$ cat src/rtl/rand_range_gen.sv
// rtl/rand_range_gen.sv - unbiased 0..RANGE-1 generator fed by an 8-bit LFSR, with output FIFO
module rand_range_gen #(
    parameter int RANGE  = 6,
    parameter int WARMUP = 10,
    parameter int DEPTH  = 4
) (
    input  logic       clk,
    input  logic       rst_n,
    input  logic       i_en,
    output logic       o_req,
    input  logic [7:0] i_rand,
    output logic [7:0] o_data,
    output logic       o_valid,
    input  logic       i_ready,
    output logic       o_err,
    output logic [7:0] o_rej_cnt
);

    localparam int LIMIT = 256 - (256 % RANGE);
    localparam int PW    = (DEPTH > 1) ? $clog2(DEPTH) : 1;
    localparam int CW    = PW + 1;
    localparam int WW    = (WARMUP > 1) ? $clog2(WARMUP) : 1;

    localparam logic [8:0]    LIMIT_V   = 9'(LIMIT);
    localparam logic [7:0]    RANGE_V   = 8'(RANGE);
    localparam logic [CW-1:0] DEPTH_V   = CW'(DEPTH);
    localparam logic [WW-1:0] WARM_LAST = WW'(WARMUP - 1);

    typedef enum logic [2:0] {
        IDLE,
        WARM,
        REQ,
        CAP,
        CHK,
        ERR
    } state_t;

    state_t        state;
    logic [WW-1:0] warm_cnt;
    logic [7:0]    cap_q;
    logic [7:0]    last_q;
    logic          err_q;
    logic [7:0]    rej_q;
    logic [PW-1:0] wr_ptr;
    logic [PW-1:0] rd_ptr;
    logic [CW-1:0] count;
    logic [7:0]    mem [DEPTH];

    logic full;
    logic pop;
    logic push;
    logic is_zero;
    logic is_stale;
    logic is_rej;

    assign full     = (count == DEPTH_V);
    assign pop      = (count != '0) && i_ready;
    assign is_zero  = (cap_q == 8'h00);
    assign is_stale = (cap_q == last_q);
    assign is_rej   = ({1'b0, cap_q} >= LIMIT_V);
    assign push     = (state == CHK) && !is_zero && !is_stale && !is_rej;

    // The REQ state doubles as the hold point while the FIFO is full
    assign o_req     = (state == REQ) && !full;
    assign o_valid   = (count != '0);
    assign o_data    = o_valid ? mem[rd_ptr] : 8'h00;
    assign o_err     = err_q;
    assign o_rej_cnt = rej_q;

    always_ff @(posedge clk) begin
        if (push) begin
            mem[wr_ptr] <= cap_q % RANGE_V;
        end
    end

    always_ff @(posedge clk or negedge rst_n) begin
        if (!rst_n) begin
            state    <= IDLE;
            warm_cnt <= '0;
            cap_q    <= 8'h00;
            last_q   <= 8'h00;
            err_q    <= 1'b0;
            rej_q    <= 8'h00;
            wr_ptr   <= '0;
            rd_ptr   <= '0;
            count    <= '0;
        end else begin
            case (state)
                IDLE: begin
                    if (i_en) begin
                        state    <= WARM;
                        warm_cnt <= '0;
                    end
                end
                WARM: begin
                    if (!i_en) begin
                        state <= IDLE;
                    end else if (warm_cnt == WARM_LAST) begin
                        state <= REQ;
                    end else begin
                        warm_cnt <= warm_cnt + 1'b1;
                    end
                end
                REQ: begin
                    if (!full) begin
                        state <= CAP;
                    end
                end
                CAP: begin
                    cap_q <= i_rand;
                    state <= CHK;
                end
                CHK: begin
                    if (is_zero) begin
                        err_q <= 1'b1;
                        state <= ERR;
                    end else if (is_stale) begin
                        state <= REQ;
                    end else if (is_rej) begin
                        if (rej_q != 8'hFF) begin
                            rej_q <= rej_q + 8'h01;
                        end
                        last_q <= cap_q;
                        state  <= REQ;
                    end else begin
                        last_q <= cap_q;
                        state  <= i_en ? REQ : IDLE;
                    end
                end
                ERR: begin
                    state <= ERR;
                end
                default: begin
                    state <= IDLE;
                end
            endcase

            if (push) begin
                wr_ptr <= wr_ptr + 1'b1;
            end
            if (pop) begin
                rd_ptr <= rd_ptr + 1'b1;
            end
            case ({push, pop})
                2'b10:   count <= count + 1'b1;
                2'b01:   count <= count - 1'b1;
                default: count <= count;
            endcase
        end
    end

endmodule

$ cat config.mk
export PLATFORM = sky130hd
export DESIGN_NAME = rand_range_gen
export DESIGN_NICKNAME = d
export VERILOG_FILES = /design/src/rtl/rand_range_gen.sv
export SDC_FILE = /design/constraint.sdc
export NUM_CORES = 1
export LEC_CHECK = 0
export ABC_AREA = 1
export ABC_CLOCK_PERIOD_IN_PS = 3050
export BUFFER_PORTS_ARGS = -buffer_cell sky130_fd_sc_hd__buf_2
export CAP_MARGIN = 20
export CORE_ASPECT_RATIO = 0.5
export CORE_MARGIN = 2
export CORE_UTILIZATION = 46
export CTS_CLUSTER_DIAMETER = 120
export DETAILED_ROUTE_END_ITERATION = 8
export PLACE_DENSITY = 0.64
export SYNTH_ARGS = -nofsm -noshare
export SYNTH_HDL_FRONTEND = slang
export SYNTH_SLANG_ARGS = --single-unit
export TNS_END_PERCENT = 20
$ cat constraint.sdc
create_clock -name clk -period 3.05 [get_ports clk]
set_clock_uncertainty 0.2 [all_clocks]
set_input_delay 0.1525 -clock clk [delete_from_list [all_inputs] [get_ports clk]]
set_output_delay 0.1525 -clock clk [all_outputs]
set_load 0.02 [all_outputs]
==> flow_metrics.py, run 1 <==
metrics = {
    "outcome": {
        "status": "finished, final reports clean",
    },
    "hold_path": {
        "worstHoldStart": "o_err",
        "hold_path_depth": 2,
        "hold_path.class": "flop to flop",
        "whs_endpoint": "o_err",
    },
    "floorplanning": {
        "die_area_um2": 8515,
        "start_util": 0.4798,
        "core-area_um2": 7432,
        "die_w_um": 128.5,
        "fp.dieH_um": 66.26,
        "fp-row-count": 22,
        "io_pins": 31,
    },
    "sta": {
        "min_period_ns": 2.793,
        "timing.final.crit_share": 0.9158,
        "slew_viol_final": 0,
        "rsz0062_at_grt": "no",
        "hold_violations": 0,
        "tightest_slew_ns": 0.8932,
        "max_freq_mhz": 358.0,
        "slew_headroom": 0.4045,
        "finalSetupTns_ns": 0,
        "finalSetupViolCount": 0,
    },
    "drt": {
        "dr.first_iter.drc_count": 203,
        "avgViaCountPerCell": 4.993,
        "num_vias": 2691,
        "routedWlPerCell_um": 13.19,
        "finalWirelength_um": 7107,
        "dr.pass1.iters": 4,
        "ant_nets": 0,
        "drc": 0,
    },
    "synthesis": {
        "synth_area_um2": 3566,
        "synth-xor-area-share": 0.04175,
        "ys_warn_count": 0,
        "synth_mux_area_frac": 0,
        "synth_top_cell_area_share": 0.2737,
        "syn-instance-count": 379,
        "synth_top_family_by_area": "simple AND/OR/NAND/NOR gates",
        "yosysSeqAreaShare": 0.5432,
        "synth_area_per_cell_um2": 9.409,
        "yosys-top-cells-area": "dfrtp_1 27%, edfxtp_1 27%, nor2_1 6.1%, nand2_1 5.6%, inv_1 3.6%",
        "yosys.area.top_type": "dfrtp_1",
        "synth-adder-area-share": 0.03719,
        "synth_cell_types": 34,
        "synth-simple-area-share": 0.2386,
        "ys_seq_elements": 71,
        "synth-compound-area-share": 0.08491,
    },
    "finish": {
        "final_util": 0.5732,
        "stdcell_count": 539,
        "syn_to_final_growth_pct": 19.47,
        "drive_above_1_share": 0.2009,
        "antenna_cells": 0,
        "final_nets": 460,
    },
    "clocking": {
        "cts_sinks": 71,
        "insertion_delay_ns": 0.33,
        "cts_root_buf": "clkbuf_16",
        "cts_tree": "built",
        "post-cts-setup-buffers": 0,
        "htreeDepth": 3,
        "clk_path_buf_depth": 2,
        "numCtsBuffers": 9,
        "clk_pin_slew_ns": 0.06,
    },
    "setup_path": {
        "crit_type": "flop to flop",
        "rrSetupSlack_ns": 0.26,
        "r2r_start": "cap_q[1]",
        "cp.required_ns": 3.05,
        "r2r_end": "count[2]",
        "critPathMaxFanout": 8,
        "end_kind": "flop",
        "start_kind": "flop",
        "worstPathArrival_ns": 2.80,
        "reg2regPathDepth": 13,
    },
    "grt": {
        "grt_pass1_wl_um": 12110,
        "grt.total_usage": 0.1885,
        "grt_pass1_vias": 2638,
        "grt_max_degree": 40,
        "antenna_found_initial": 0,
        "overflow": 0,
    },
    "place": {
        "detailed_place_hpwl_um": 4841,
        "io_buffers": 30,
        "dp_cells": 512,
        "place.gp.congestion": 0.8668,
    },
    "run": {
        "drv_cap": 0,
    },
    "pwr": {
        "p_per_area_nw_per_um2": 1090,
        "p_leak_nw": 1.955,
        "peakVddDrop_uv": 453.6,
    },
}
[power by group]
| part | leakage [nW] | internal, mW | switching, mW | total (mW) |
|---|---|---|---|---|
| Combinational | 1.05 | 0.716 | 1.38 | 2.09 |
| Clock | 0.126 | 0.545 | 0.384 | 0.929 |
| Sequential | 0.775 | 1.39 | 0.237 | 1.62 |
[metrics by stage]
step                total power [mW]  instance area (um2)  worst slack (ns)  hold WS (ns)
floorplan                      3.187                 3592            0.5173       -0.3431
global placement               3.635                 3877            0.3221        0.1221
detailed placement             3.722                 3877            0.2450        0.1392
CTS                            4.683                 4254            0.2139        0.2677
global route                   5.060                 4260           0.03231        0.3164
finish                         4.644                 4260            0.2569        0.2601
[per-layer routing]
layer	wire length, um	up-vias	GRT usage
met5	0	-	0
met4	31	0	0.06929
met2	3289	56	0.3112
met3	370	4	0.05825
met1	3415	1268	0.2368
li1	-	1363	-
[cells in the mapped netlist, drive strengths merged]
| cell type | count |
|---|---|
| nor4 | 3 |
| xor2 | 14 |
| nor3 | 6 |
| nor2 | 59 |
| nand3b | 1 |
| conb | 1 |
| xnor2 | 3 |
| or2 | 3 |
| o21ai | 34 |
| buf | 1 |
| nand4 | 5 |
| and2 | 1 |
| edfxtp | 32 |
| clkbuf | 5 |
| nand2 | 70 |
| nand3 | 26 |
| fa | 1 |
| ha | 9 |
| a21oi | 23 |
| dfrtp | 39 |
| inv | 42 |
| o22ai | 1 |
[cell type report]
class / instances / area, um2
tap: 96 / 120.1
fill: 667 / 3172
clock inverter: 6 / 37.54
multi-input combinational: 267 / 1471
clock buffer: 10 / 229.0
sequential: 71 / 1937
timing repair buffer: 47 / 305.3
inverter: 42 / 160.2
[worst max-delay path: stages, from the launching register on]
cell	delay (ns)
dfrtp_1	0.44
inv_1	0.17
nand4_1	0.16
nor4_2	0.22
nand2_1	0.13
nand2_2	0.16
nor2_8	0.06
nand2_4	0.11
ha_1	0.15
inv_1	0.06
fa_1	0.38
a21oi_1	0.14
o21ai_0	0.11
xor2_1	0.16
[worst max path at each step]
stage / endpoint / from
6_report: count[2] / cap_q[1]
5_1_grt: count[2] / cap_q[1]
4_1_cts: count[2] / cap_q[1]
3_5_place_dp: count[2] / cap_q[1]
3_3_place_gp: count[2] / cap_q[1]
2_1_floorplan: count[2] / cap_q[1]
[flip-flops by register name, indices dropped and copies added, names as in the netlist]
register,count
mem,32
state,3
warm_cnt,4
o_rej_cnt,8
rd_ptr,2
last_q,8
count,3
o_err,1
cap_q,8
wr_ptr,2
[kinds of logic after synthesis]
family | Yosys count
flops | 71
compound gates | 58
xor+xnor | 17
buf+inv | 48
other cells | 1
simple gates | 174
fa+ha+maj | 10
[cell usage in the layout, fill, tap and decap left out, types with 2 or more instances in the layout]
master / count
inv_1: 34
buf_2: 30
nor2_1: 58
xor2_1: 14
nand3_1: 22
clkinvlp_4: 2
inv_2: 7
buf_4: 6
clkinv_2: 2
nand2_2: 16
or2_1: 3
o21ai_0: 23
nand4_1: 4
clkbuf_16: 9
o21ai_2: 3
nand2_1: 53
conb_1: 8
edfxtp_1: 32
a21oi_1: 23
dlygate4sd3_1: 11
xnor2_1: 3
ha_1: 9
dfrtp_1: 39
nor3_1: 4
o21ai_1: 8
nand3_2: 4
[timing repair]
action	in CTS	in global routing
setup endpoints to repair	0	1
hold endpoints to repair	49	0
hold buffers	11	0
resized for setup	0	1
Power figures use the tool's default switching activity.
==> run 2: changes to the inputs <==
Settings changed: ABC_CLOCK_PERIOD_IN_PS 3050 to 2300, PLACE_DENSITY 0.64 to 0.67.
Clock period 3.05 ns to 2.3 ns, I/O delays scaled along.
==> flow_metrics.py, run 2 (synthesis results as in run 1) <==
metrics = {
    "sta": {
        "slew_viol_final": 0,
        "tightest_slew_ns": 0.8643,
        "hold_violations": 0,
        "finalSetupViolCount": 5,
        "timing.final.crit_share": 1.041,
        "rsz0062_at_grt": "yes",
        "layout_setup_ws_ns": -0.09340,
        "finalSetupTns_ns": -0.2881,
        "max_freq_mhz": 417.8,
        "min_period_ns": 2.393,
        "slew_headroom": 0.4238,
    },
    "setup_path": {
        "start_kind": "flop",
        "crit_type": "flop to flop",
        "worstPathArrival_ns": 2.41,
        "cp.required_ns": 2.32,
        "critPathMaxFanout": 2,
        "end_kind": "flop",
    },
    "run": {
        "drv_cap": 0,
    },
    "hold_path": {
        "hold_path.class": "input port to asynchronous set/reset pin",
    },
    "grt": {
        "grt.total_usage": 0.1893,
        "grt_max_degree": 40,
        "grt_pass1_wl_um": 12210,
        "grt_pass1_vias": 2701,
        "overflow": 0,
        "antenna_found_initial": 0,
    },
    "pwr": {
        "peakVddDrop_uv": 783.4,
        "p_per_area_nw_per_um2": 1539,
        "power_mw": 7.351,
        "p_leak_nw": 2.206,
    },
    "drt": {
        "num_vias": 2731,
        "ant_nets": 0,
        "avgViaCountPerCell": 4.684,
        "finalWirelength_um": 7347,
        "drc": 0,
        "dr.first_iter.drc_count": 92,
        "dr.pass1.iters": 4,
        "routedWlPerCell_um": 12.60,
    },
    "finish": {
        "stdcell_count": 583,
        "largest_reg_flops": 32,
        "max_flop_register": "mem",
        "final_cell_mix": "56 x nor2_1, 46 x buf_4, 42 x nand2_1",
        "fillerInstances": 605,
        "drive_above_1_share": 0.3326,
        "final_common_cell": "nor2_1",
        "regArea_um2": 1938,
        "antenna_cells": 0,
        "multiInputGateArea_um2": 1609,
        "final_cell_area_um2": 4776,
        "syn_to_final_growth_pct": 33.93,
        "final_nets": 504,
    },
    "clocking": {
        "clk_path_buf_depth": 2,
        "clk_pin_slew_ns": 0.06,
        "cts_root_buf": "clkbuf_16",
        "cts_tree": "built",
        "cts_sinks": 71,
        "htreeDepth": 3,
        "numCtsBuffers": 9,
        "insertion_delay_ns": 0.34,
    },
    "floorplanning": {
        "fp.dieH_um": 66.26,
        "die_area_um2": 8515,
        "io_pins": 31,
        "start_util": 0.4798,
        "core-area_um2": 7432,
        "die_w_um": 128.5,
        "fp-row-count": 22,
    },
    "place": {
        "place.gp.congestion": 0.8115,
        "dp_slack_ns": -0.1236,
        "io_buffers": 30,
        "detailed_place_hpwl_um": 4955,
        "place_area_um2": 4178,
        "dp_cells": 548,
    },
    "outcome": {
        "violations": "setup timing",
        "status": "finished with violations",
    },
}
run 2: cell count changes in the layout (fill, tap and decap cells not counted), sizes merged:
cell / before / now
buf: 36 / 80
bufinv: 0 / 1
clkbuf: 10 / 9
clkinv: 4 / 3
inv: 42 / 43
run 2: path summary, 6_finish.rpt:
path,start,end,slack [ns],depth (start not counted)
max in group asynchronous,rst_n,cap_q[7],1.08,2
setup reg to reg,cap_q[0],count[2],-0.09,13
hold / removal,rst_n,last_q[4],0.22,2
min in group clk,o_err,o_err,0.27,2
setup / recovery,cap_q[0],count[2],-0.09,13
hold reg to reg,o_err,o_err,0.27,2
run 2: metrics by stage:
step                        util  hold WS (ns)
after detailed placement  0.5621       0.08965
after floorplan                -       -0.3806
after global placement    0.5621       0.08048
final                     0.6426        0.2241
after global routing      0.6426        0.3007
after CTS                 0.6264        0.2738
run 2: what timing repair did:
item,in CTS,in global routing
pin swaps,14,16
setup endpoints to repair,18,22
hold buffers,11,0
buffers inserted,4,4
endpoints found under the hold margin,51,0
gates resized for setup,13,23
run 2: worst max-delay path, cell delays in order, from the launching register on:
cell and delay [ns]:
dfrtp_1 0.38, buf_6 0.12, xor2_2 0.17, a21oi_2 0.16
nand4_2 0.17, nand2_4 0.13, nor2_8 0.04, nand2_4 0.07
ha_4 0.12, inv_2 0.03, fa_2 0.34, a21oi_2 0.13
o21ai_1 0.08, xor2_1 0.14
run 2: cell type report:
cell class	count	area share
well taps	96	0.02515
clock inverters	7	0.01520
flip-flops and latches	71	0.4058
inverters	42	0.03353
clock buffers	9	0.04716
multi-input cells	267	0.3369
repair buffers	91	0.1362
run 2: power by group:
| part | switching [mW] | internal (mW) | leakage (nW) |
|---|---|---|---|
| Combinational | 2.25 | 1.61 | 1.29 |
| Sequential | 0.266 | 1.84 | 0.774 |
| Clock | 0.538 | 0.840 | 0.142 |
| Total | 3.06 | 4.29 | 2.21 |
run 2: layer usage:
metal	track usage	wire length [um]	share of wire
met1	0.2314	3533	0.48
met2	0.3231	3533	0.48
met3	0.05987	228	0.031
met4	0.06250	51	0.0069
met5	0	0	0
==> run 3: changes to the inputs <==
Settings changed: ABC_CLOCK_PERIOD_IN_PS 2300 to 3000, PLACE_DENSITY 0.67 to 0.64, SLEW_MARGIN set to 30.
Clock period 2.3 ns to 3 ns, I/O delays scaled along.
==> flow_metrics.py, run 3 (synthesis results as in run 1) <==
metrics = {
    "grt": {
        "grt_max_degree": 40,
        "grt.total_usage": 0.1880,
        "grt_pass1_vias": 2498,
        "overflow": 0,
        "antenna_found_initial": 0,
        "grt_pass1_wl_um": 11940,
    },
    "pwr": {
        "p_leak_nw": 1.945,
        "p_per_area_nw_per_um2": 1107,
        "peakVddDrop_uv": 427.6,
        "power_mw": 4.702,
    },
    "outcome": {
        "status": "finished, final reports clean",
    },
    "drt": {
        "dr.pass1.iters": 5,
        "avgViaCountPerCell": 4.929,
        "routedWlPerCell_um": 13.15,
        "finalWirelength_um": 7075,
        "num_vias": 2652,
        "dr.first_iter.drc_count": 167,
        "drc": 0,
        "ant_nets": 0,
    },
    "finish": {
        "regArea_um2": 1937,
        "antenna_cells": 0,
        "largest_reg_flops": 32,
        "final_cell_mix": "58 x nor2_1, 53 x nand2_1, 39 x dfrtp_1",
        "multiInputGateArea_um2": 1471,
        "final_util": 0.5717,
        "drive_above_1_share": 0.1946,
        "final_common_cell": "nor2_1",
        "syn_to_final_growth_pct": 19.16,
        "fillerInstances": 663,
        "max_flop_register": "mem",
        "final_nets": 459,
        "final_cell_area_um2": 4249,
    },
    "sta": {
        "slew_viol_final": 0,
        "rsz0062_at_grt": "no",
        "finalSetupViolCount": 0,
        "max_freq_mhz": 358.7,
        "layout_setup_ws_ns": 0.2120,
        "tightest_slew_ns": 0.6577,
        "slew_headroom": 0.5603,
        "hold_violations": 0,
        "finalSetupTns_ns": 0,
        "min_period_ns": 2.788,
        "timing.final.crit_share": 0.9293,
    },
    "setup_path": {
        "critPathMaxFanout": 8,
        "critPathTopFamily": "simple AND/OR/NAND/NOR gates",
        "crit_slowest_cell": "dfrtp_1",
        "cp-startpoint": "cap_q[1]",
        "cp.required_ns": 3.01,
        "start_kind": "flop",
        "cpMostUsedCell": "a21oi_1",
        "worstPathArrival_ns": 2.80,
        "path_cells": "or2_1, a21oi_1, nand4_2, nand2_2, nor2_8, nand2_4, ha_1, inv_1, fa_1, a21oi_1, o21ai_0, xor2_1",
        "end_kind": "flop",
        "critical_path_buf_inv_count": 1,
        "crit_type": "flop to flop",
        "r2r_start": "cap_q[1]",
        "max_stage_delay_ns": 0.44,
    },
    "place": {
        "place_area_um2": 3870,
        "detailed_place_hpwl_um": 4897,
        "dp_slack_ns": 0.1980,
        "place.gp.congestion": 0.8681,
        "io_buffers": 30,
    },
    "hold_path": {
        "hold_path.class": "input port to asynchronous set/reset pin",
    },
    "floorplanning": {
        "die_w_um": 128.5,
        "fp-row-count": 22,
        "core-area_um2": 7432,
        "start_util": 0.4798,
        "die_area_um2": 8515,
        "io_pins": 31,
        "fp.dieH_um": 66.26,
    },
    "run": {
        "drv_cap": 0,
    },
    "clocking": {
        "cts_sinks": 71,
        "numCtsBuffers": 9,
        "cts_root_buf": "clkbuf_16",
        "clk_pin_slew_ns": 0.06,
        "insertion_delay_ns": 0.34,
        "cts_tree": "built",
        "clk_path_buf_depth": 2,
        "htreeDepth": 3,
    },
}
[run 3: changes by cell type in the layout (fill, tap and decap cells not counted), sizes merged]
cell and change:
buf -45, bufinv -1, clkbuf +3, clkinv -1, inv -1
[run 3: worst reg2reg max path: cells and delay by family, from the launching register on]
kind | cells | cell delay, ns
AOI/OAI and AO/OA | 3 | 0.53
and+or+nand+nor | 5 | 0.77
buffers and inverters | 1 | 0.06
xor gates and xnor gates | 1 | 0.15
adders and majority gates | 2 | 0.53
DFF | 1 | 0.44
[run 3: metal layers]
layer  share of wire  global-route usage  wire, um
met2            0.47              0.3065      3349
met5               0                   0         0
met4           0.011             0.06793        77
met3           0.045             0.06796       316
met1            0.47              0.2334      3332
[run 3: area by class of cell]
| cell class | instances | share of cell area |
|---|---|---|
| Sequential cell | 71 | 0.4558 |
| Timing Repair Buffer | 46 | 0.07067 |
| Tap cell | 96 | 0.02827 |
| Multi-Input combinational cell | 267 | 0.3463 |
| Inverter | 42 | 0.03769 |
| Clock buffer | 12 | 0.05565 |
| Clock inverter | 4 | 0.005595 |
[run 3: per-stage QoR]
step	cells	hold WS (ns)
final	538	0.1338
after global routing	538	0.1766
after CTS	538	0.2686
after detailed placement	511	0.1296
after global placement	511	0.1161
after floorplan	386	-0.3456
[run 3: repair_timing]
item,4_1_cts,5_1_grt
hold buffers,11,0
setup endpoints to repair,0,1
resized for setup,0,1
endpoints found under the hold margin,50,0
setup buffers,0,0
[run 3: final timing paths]
kind | endpoint | slack [ns] | depth (start not counted)
worst max-delay path | count[2] | 0.21 | 12
worst min-delay path | last_q[3] | 0.13 | 2
worst max register to register | count[2] | 0.21 | 12
worst min register to register | o_err | 0.26 | 2
max in group asynchronous | cap_q[3] | 2.12 | 2
min in group clk | o_err | 0.26 | 2
[run 3: where the power goes]
group	switching, mW	internal, mW	total (mW)
registers	0.272	1.41	1.68
logic	1.37	0.721	2.09
clock network	0.381	0.555	0.936
total	2.02	2.68	4.70
